File: config.mk
export PLATFORM = sky130hd
export DESIGN_NAME = noc_traffic_gen_flat
export DESIGN_NICKNAME = d
export VERILOG_FILES = /design/src/rtl/noc_traffic_gen_if.sv /design/src/rtl/noc_traffic_gen.sv /design/src/flat_wrapper.sv
export SDC_FILE = /design/constraint.sdc
export NUM_CORES = 1
export LEC_CHECK = 0
export ABC_AREA = 1
export CAP_MARGIN = 10
export CELL_PAD_IN_SITES_DETAIL_PLACEMENT = 0
export CELL_PAD_IN_SITES_GLOBAL_PLACEMENT = 1
export CORE_ASPECT_RATIO = 0.9
export CORE_MARGIN = 5
export CORE_UTILIZATION = 36
export DETAILED_ROUTE_END_ITERATION = 10
export GPL_ROUTABILITY_DRIVEN = 0
export GPL_TIMING_DRIVEN = 0
export PLACE_DENSITY = 0.8
export SYNTH_ARGS = -nofsm -noshare
export SYNTH_HDL_FRONTEND = slang
export SYNTH_SLANG_ARGS = --single-unit
File: constraint.sdc
create_clock -name clk -period 1.7 [get_ports clk]
set_input_delay 0.255 -clock clk [delete_from_list [all_inputs] [get_ports clk]]
set_output_delay 0.255 -clock clk [all_outputs]
set_load 0.1 [all_outputs]
File: src/rtl/noc_traffic_gen_if.sv
`default_nettype none
// ------------------------------------------------------------------
// noc_traffic_gen_if: injection/ejection flit handshake bundle
// Rev 1.0
// ------------------------------------------------------------------
interface noc_traffic_gen_if #(
  parameter int DATA_WIDTH = 32
);
  logic [DATA_WIDTH-1:0] data_out;
  logic                  valid_out;
  logic                  ready_out;
  logic [DATA_WIDTH-1:0] data_in;
  logic                  valid_in;
  logic                  ready_in;

  modport master (
    output data_out, valid_out, ready_in,
    input  ready_out, data_in, valid_in
  );

  modport slave (
    input  data_out, valid_out, ready_in,
    output ready_out, data_in, valid_in
  );
endinterface
`default_nettype wire

File: src/rtl/noc_traffic_gen.sv
`default_nettype none
// ------------------------------------------------------------------
// noc_traffic_gen: packet burst injector plus payload-checking sink
// Rev 1.0
// ------------------------------------------------------------------
module noc_traffic_gen #(
  parameter int DATA_WIDTH = 32,
  parameter int NODE_ID    = 0,
  parameter int DEST_WIDTH = 4,
  parameter int NUM_NODES  = 2,
  parameter int PKT_FLITS  = 6,
  parameter int NUM_PKTS   = 1,
  parameter int GAP        = 0,
  parameter int DEST_MODE  = 0,
  parameter int DEST       = 1
) (
  input  logic                     clk,
  input  logic                     rst,
  input  logic                     start,
  noc_traffic_gen_if.master        noc,
  output logic                     busy,
  output logic                     done,
  output logic [31:0]              rx_flits,
  output logic [31:0]              rx_pkts,
  output logic                     rx_err
);

  localparam logic [2:0] ST_IDLE = 3'd0;
  localparam logic [2:0] ST_HEAD = 3'd1;
  localparam logic [2:0] ST_BODY = 3'd2;
  localparam logic [2:0] ST_GAP  = 3'd3;
  localparam logic [2:0] ST_FIN  = 3'd4;

  logic [2:0]            r_state;
  logic [15:0]           r_seq;
  logic [15:0]           r_pkt_seq;
  logic [15:0]           r_idx;
  logic [31:0]           r_pkt_cnt;
  logic [31:0]           r_gap_cnt;
  logic [DEST_WIDTH-1:0] w_dest;
  logic [DATA_WIDTH-1:0] w_header;
  logic [DATA_WIDTH-1:0] w_payload;
  logic                  w_tx;
  logic                  w_hdr_xfer;
  logic                  w_last_flit;
  logic                  w_last_pkt;

  assign w_tx        = noc.valid_out && noc.ready_out;
  assign w_hdr_xfer  = w_tx && (r_state == ST_HEAD);
  assign w_last_flit = (r_idx == 16'(PKT_FLITS - 1));
  assign w_last_pkt  = (r_pkt_cnt == 32'(NUM_PKTS - 1));

  generate
    if (DEST_MODE == 0) begin : g_fixed_dest
      assign w_dest = DEST_WIDTH'(DEST);
    end else begin : g_rr_dest
      logic [DEST_WIDTH-1:0] r_rr;

      // Next node in the ring, never addressing ourselves.
      function automatic logic [DEST_WIDTH-1:0] rr_next(input logic [DEST_WIDTH-1:0] d);
        int n;
        n = (int'(d) + 1) % NUM_NODES;
        if (n == NODE_ID) n = (n + 1) % NUM_NODES;
        return DEST_WIDTH'(n);
      endfunction

      always_ff @(posedge clk) begin
        if (rst) begin
          r_rr <= DEST_WIDTH'((NODE_ID + 1) % NUM_NODES);
        end else if (w_hdr_xfer) begin
          r_rr <= rr_next(r_rr);
        end
      end

      assign w_dest = r_rr;
    end
  endgenerate

  always_ff @(posedge clk) begin
    if (rst) begin
      r_state   <= ST_IDLE;
      r_seq     <= '0;
      r_pkt_seq <= '0;
      r_idx     <= '0;
      r_pkt_cnt <= '0;
      r_gap_cnt <= '0;
    end else begin
      case (r_state)
        ST_IDLE: begin
          if (start) begin
            r_state   <= ST_HEAD;
            r_pkt_cnt <= '0;
          end
        end
        ST_HEAD: begin
          if (w_tx) begin
            r_seq     <= r_seq + 16'd1;
            r_pkt_seq <= r_seq;
            r_idx     <= 16'd1;
            r_state   <= ST_BODY;
          end
        end
        ST_BODY: begin
          if (w_tx) begin
            if (w_last_flit) begin
              if (w_last_pkt) begin
                r_state <= ST_FIN;
              end else begin
                r_pkt_cnt <= r_pkt_cnt + 32'd1;
                r_gap_cnt <= '0;
                r_state   <= (GAP > 0) ? ST_GAP : ST_HEAD;
              end
            end else begin
              r_idx <= r_idx + 16'd1;
            end
          end
        end
        ST_GAP: begin
          if (r_gap_cnt == 32'(GAP - 1)) begin
            r_state <= ST_HEAD;
          end else begin
            r_gap_cnt <= r_gap_cnt + 32'd1;
          end
        end
        ST_FIN:  r_state <= ST_IDLE;
        default: r_state <= ST_IDLE;
      endcase
    end
  end

  // Header carries the sequence number of the packet it opens; payload reuses it.
  always_comb begin
    w_header                               = '0;
    w_header[DEST_WIDTH-1:0]               = w_dest;
    w_header[DEST_WIDTH+7:DEST_WIDTH]      = 8'(NODE_ID);
    w_header[DATA_WIDTH-1:16]              = (DATA_WIDTH-16)'(r_seq);
    w_payload                              = DATA_WIDTH'({r_pkt_seq, r_idx});
  end

  assign noc.data_out  = (r_state == ST_HEAD) ? w_header :
                         (r_state == ST_BODY) ? w_payload : '0;
  assign noc.valid_out = (r_state == ST_HEAD) || (r_state == ST_BODY);
  assign noc.ready_in  = !rst;
  assign busy          = (r_state != ST_IDLE);
  assign done          = (r_state == ST_FIN);

  logic [15:0] r_rx_pos;
  logic [31:0] r_rx_flits;
  logic [31:0] r_rx_pkts;
  logic        r_rx_err;
  logic        w_rx;
  logic        w_unused_rx_hi;

  assign w_rx           = noc.valid_in && noc.ready_in;
  assign w_unused_rx_hi = ^noc.data_in[DATA_WIDTH-1:16];

  always_ff @(posedge clk) begin
    if (rst) begin
      r_rx_pos   <= '0;
      r_rx_flits <= '0;
      r_rx_pkts  <= '0;
      r_rx_err   <= 1'b0;
    end else if (w_rx) begin
      r_rx_flits <= r_rx_flits + 32'd1;
      if ((r_rx_pos != 16'd0) && (noc.data_in[15:0] != r_rx_pos)) begin
        r_rx_err <= 1'b1;
      end
      if (r_rx_pos == 16'(PKT_FLITS - 1)) begin
        r_rx_pos  <= '0;
        r_rx_pkts <= r_rx_pkts + 32'd1;
      end else begin
        r_rx_pos <= r_rx_pos + 16'd1;
      end
    end
  end

  assign rx_flits = r_rx_flits;
  assign rx_pkts  = r_rx_pkts;
  assign rx_err   = r_rx_err;

endmodule
`default_nettype wire

File: src/flat_wrapper.sv
// flat-port wrapper written by rule: the top's interface ports become plain ports
module noc_traffic_gen_flat 
#(
  parameter int DATA_WIDTH = 32,
  parameter int NODE_ID    = 0,
  parameter int DEST_WIDTH = 4,
  parameter int NUM_NODES  = 2,
  parameter int PKT_FLITS  = 6,
  parameter int NUM_PKTS   = 1,
  parameter int GAP        = 0,
  parameter int DEST_MODE  = 0,
  parameter int DEST       = 1
)
  (clk, rst, start, busy, done, rx_flits, rx_pkts, rx_err, noc_data_out, noc_valid_out, noc_ready_in, noc_ready_out, noc_data_in, noc_valid_in);
  noc_traffic_gen_if #(.DATA_WIDTH(DATA_WIDTH)) noc_i ();
  input  logic clk;
  input  logic rst;
  input  logic start;
  output logic busy;
  output logic done;
  output logic [31:0] rx_flits;
  output logic [31:0] rx_pkts;
  output logic rx_err;
  output wire logic [$bits(noc_i.data_out)-1:0] noc_data_out;
  output wire logic [$bits(noc_i.valid_out)-1:0] noc_valid_out;
  output wire logic [$bits(noc_i.ready_in)-1:0] noc_ready_in;
  input wire logic [$bits(noc_i.ready_out)-1:0] noc_ready_out;
  input wire logic [$bits(noc_i.data_in)-1:0] noc_data_in;
  input wire logic [$bits(noc_i.valid_in)-1:0] noc_valid_in;
  assign noc_data_out = noc_i.data_out;
  assign noc_valid_out = noc_i.valid_out;
  assign noc_ready_in = noc_i.ready_in;
  assign noc_i.ready_out = noc_ready_out;
  assign noc_i.data_in = noc_data_in;
  assign noc_i.valid_in = noc_valid_in;
  noc_traffic_gen #(.DATA_WIDTH(DATA_WIDTH), .NODE_ID(NODE_ID), .DEST_WIDTH(DEST_WIDTH), .NUM_NODES(NUM_NODES), .PKT_FLITS(PKT_FLITS), .NUM_PKTS(NUM_PKTS), .GAP(GAP), .DEST_MODE(DEST_MODE), .DEST(DEST)) u_core (.clk(clk), .rst(rst), .start(start), .noc(noc_i), .busy(busy), .done(done), .rx_flits(rx_flits), .rx_pkts(rx_pkts), .rx_err(rx_err));
endmodule
==> impl_metrics.py <==
metrics = {
    "synthesis": {
        "synth-main-ff-cell": "dfxtp_1",
        "yosys_warnings": 0,
        "async_reset_ff_share_pct": 0,
        "synth-edff-count": 0,
        "synth-seq-cells": 196,
        "yosysMostFrequentCell": "nand2_1",
        "synth_top_area_share_pct": 32.4,
        "synth_area_um2": 12100,
        "synth_cell_type_count": 45,
        "synth_nets": 2055,
        "avgSynthCellArea_um2": 6.03,
        "netlist_top_cells_area": "dfxtp_1, nand2_1, nor2_1",
        "yosysSeqAreaShare_pct": 32.4,
        "syn_inst": 2007,
        "synth_top_area_cell": "dfxtp_1",
        "synth_common_cells": "nand2_1, nor2_1, inv_1, dfxtp_1, nand3_1",
    },
    "clock_tree": {
        "cts_buffer_depth": 2,
        "clk_latency_ns": 0.45,
        "tritoncts": "built",
        "cts.htree.levels": 4,
        "numCtsBuffers": 17,
        "path_clk_slew_ns": 0.08,
        "cts.sinks": 196,
        "root_buffer": "clkbuf_16",
    },
    "place": {
        "dp_hpwl_mm": 30.7,
        "post-place-cells": 2550,
        "place_ws_ns": -1.51,
        "io_buffers": 121,
    },
    "sta": {
        "slew_headroom_pct": 27.7,
        "max_freq_mhz": 482,
        "final_max_slew_viol_count": 0,
        "rsz0062_at_grt": "true",
        "finalHoldWorstSlack_ns": 0.353,
        "setup_viol": 145,
        "worst_pin_slew_ns": 1.08,
        "period_needed_ns": 2.08,
        "finalSetupTns_ns": -25.28,
        "hold_viol": 0,
        "skew_ns": 0.0120,
        "finalWorstSetupSlack_ns": -0.375,
        "finalCritPeriodShare_pct": 122,
    },
    "detailed_routing": {
        "vias_per_cell": 5.14,
        "first_iter_violations": 917,
        "drtAntennaViolNets": 0,
        "vias": 13900,
        "wl_met1_mm": 20.4,
        "post-route-drc-count": 0,
        "highest-signal-layer": "met4",
        "dr_wl_met3_mm": 2.05,
        "wl_per_cell_um": 16.5,
        "dr_wl_met2_mm": 21.9,
        "firstDrtPassIters": 8,
        "routed_wl_mm": 44.8,
    },
    "global_routing": {
        "grt_max_degree": 19,
        "grt_pass1_wl_mm": 67.4,
        "overflow": 0,
        "grt_antenna_before_repair": 0,
        "track_usage_pct": 22.1,
        "grt_pass1_vias": 12700,
    },
    "run_status": {
        "status": "finished, violations left",
        "violations": "negative setup slack",
    },
    "cells_and_area": {
        "drive_gt1_share_pct": 33.0,
        "final_cells": 2709,
        "final_util_pct": 56.0,
        "areaGrowthSynthToFinish_pct": 53.1,
        "nets": 2322,
        "n_antenna_cell": 0,
    },
    "setup_path": {
        "criticalPathCategory": "flip-flop to output pin",
        "crit_top_cell": "clkbuf_16",
        "cp_max_fo": 5,
        "crit_arrival_ns": 1.82,
        "critPathMaxStageDelay_ns": 0.39,
        "slowest_stage": "dfxtp_4",
        "worstSetupEndpointType": "output pin",
        "startpoint_type": "flip-flop",
        "cp_cell_sequence": "inv_4, nor2_4, nand2_4, clkbuf_16, clkbuf_16, o21ai_4, buf_12",
        "cp_data_required_time_ns": 1.44,
    },
    "power_and_ir_drop": {
        "pwr-share-seq_pct": 31.2,
        "power.switching_mw": 6.18,
        "powerDensity_nw_per_um2": 873,
        "intPower_mw": 9.97,
        "leakagePower_nw": 6.96,
        "switching_share_pct": 38.3,
        "ir_worst_vdd_uv": 831,
        "pwr-share-clk_pct": 25.2,
        "combPwrFrac_pct": 43.6,
    },
    "run": {
        "drv_cap": 0,
    },
    "die": {
        "rows": 63,
        "die_w_um": 203,
        "ios": 138,
        "die_area_um2": 37400,
        "start_util_pct": 36.6,
        "design.core.area_um2": 33000,
        "dieHeight_um": 184,
    },
    "worst_hold_path": {
        "hold_class": "input port to flip-flop",
    },
}
[timing repair]
action                                  CTS  global route
endpoints found under the setup margin  282           224
hold buffers                              0             0
setup buffers                            38            73
gates cloned                              6            15
gates resized for setup                 677           440
pin swaps                                28            93
[worst paths after layout]
| path | to | slack [ns] | startpoint | cells after the start |
|---|---|---|---|---|
| worst max-delay path | noc_data_out[20] | -0.38 | u_core.r_state[1] | 7 |
| worst min-delay path | u_core.r_rx_pos[0] | 0.35 | noc_valid_in | 2 |
| worst max register to register | u_core.r_pkt_seq[3] | -0.29 | u_core.r_state[1] | 13 |
| worst min register to register | u_core.rx_flits[23] | 0.47 | u_core.rx_flits[23] | 1 |
[logic make-up after synthesis]
logic type	count (synthesis)	synth area share, %
simple gates	1268	44.4
xor+xnor	38	2.75
fa+ha+maj	11	1.14
compound gates	223	10.1
buf+inv	271	9.10
flops	196	32.4
[cells in the final DEF, fill, tap and decap left out, drive strengths merged, types with 2 or more instances in the layout]
cell           netlist  routed
nand2              581     581
nor2               380     380
inv                215     225
dfxtp              196     196
buf                 25     192
nand3              169     169
a21oi              129     129
nor3                71      71
clkbuf              29      61
o21ai               47      47
nand4               35      35
clkdlybuf4s15        0      31
xor2                28      28
clkdlybuf4s50        0      18
clkdlybuf4s18        0      17
o21bai              15      15
or2                 12      12
ha                  11      11
o22ai               10      10
xnor2               10      10
nand3b              10      10
a31oi                7       7
o21a                 4       4
a21o                 4       4
nor3b                4       4
a211oi               4       4
clkinv               2       4
and3                 3       3
dlygate4sd2          0       2
nor4                 2       2
[sequential cells by signal, summed over array words and instances (netlist names)]
register	count
u_core.r_gap_cnt	32
u_core.r_idx	16
u_core.r_pkt_cnt	32
u_core.r_pkt_seq	16
u_core.r_rx_pos	16
u_core.r_seq	16
u_core.r_state	3
u_core.rx_err	1
u_core.rx_flits	32
u_core.rx_pkts	32
[final cells by class]
class | count | area [µm²]
Buffer | 54 | 619
Clock buffer | 20 | 457
Clock inverter | 12 | 108
Fill cell | 3065 | 14500
Inverter | 217 | 875
Multi-Input combinational cell | 1540 | 8770
Sequential cell | 196 | 4130
Tap cell | 422 | 528
Timing Repair Buffer | 247 | 3020
Timing Repair inverter | 1 | 8.76
[worst max-delay path: cells and delay by family (launching register included)]
| kind | cells | cell delay, ns |
|---|---|---|
| buf+inv | 4 | 0.58 |
| flops | 1 | 0.39 |
| compound gates | 1 | 0.21 |
| simple gates | 2 | 0.18 |
[metrics by stage]
stage	power (mW)	cell area (µm²)
6_report	16.2	18500
5_1_grt	16.8	18500
4_1_cts	14.6	16400
3_5_place_dp	8.93	14500
3_3_place_gp	8.90	14500
2_1_floorplan	7.94	12700
[power groups by stage]
stage	registers, mW	clock network, mW	logic (mW)
final	5.03	4.07	7.05
after CTS	5.01	4.16	5.43
after floorplan	5.10	0	2.84
after detailed placement	5.12	0	3.81
after global placement	5.11	0	3.78
after global routing	5.06	4.33	7.41
[metal layers]
| metal | up-vias | global-route usage [%] |
|---|---|---|
| li1 | 6981 | - |
| met1 | 6602 | 29.9 |
| met3 | 29 | 3.72 |
| met4 | 0 | 3.64 |
| met2 | 319 | 37.9 |
| met5 | - | 0 |
(Power assumes the default switching activity.)
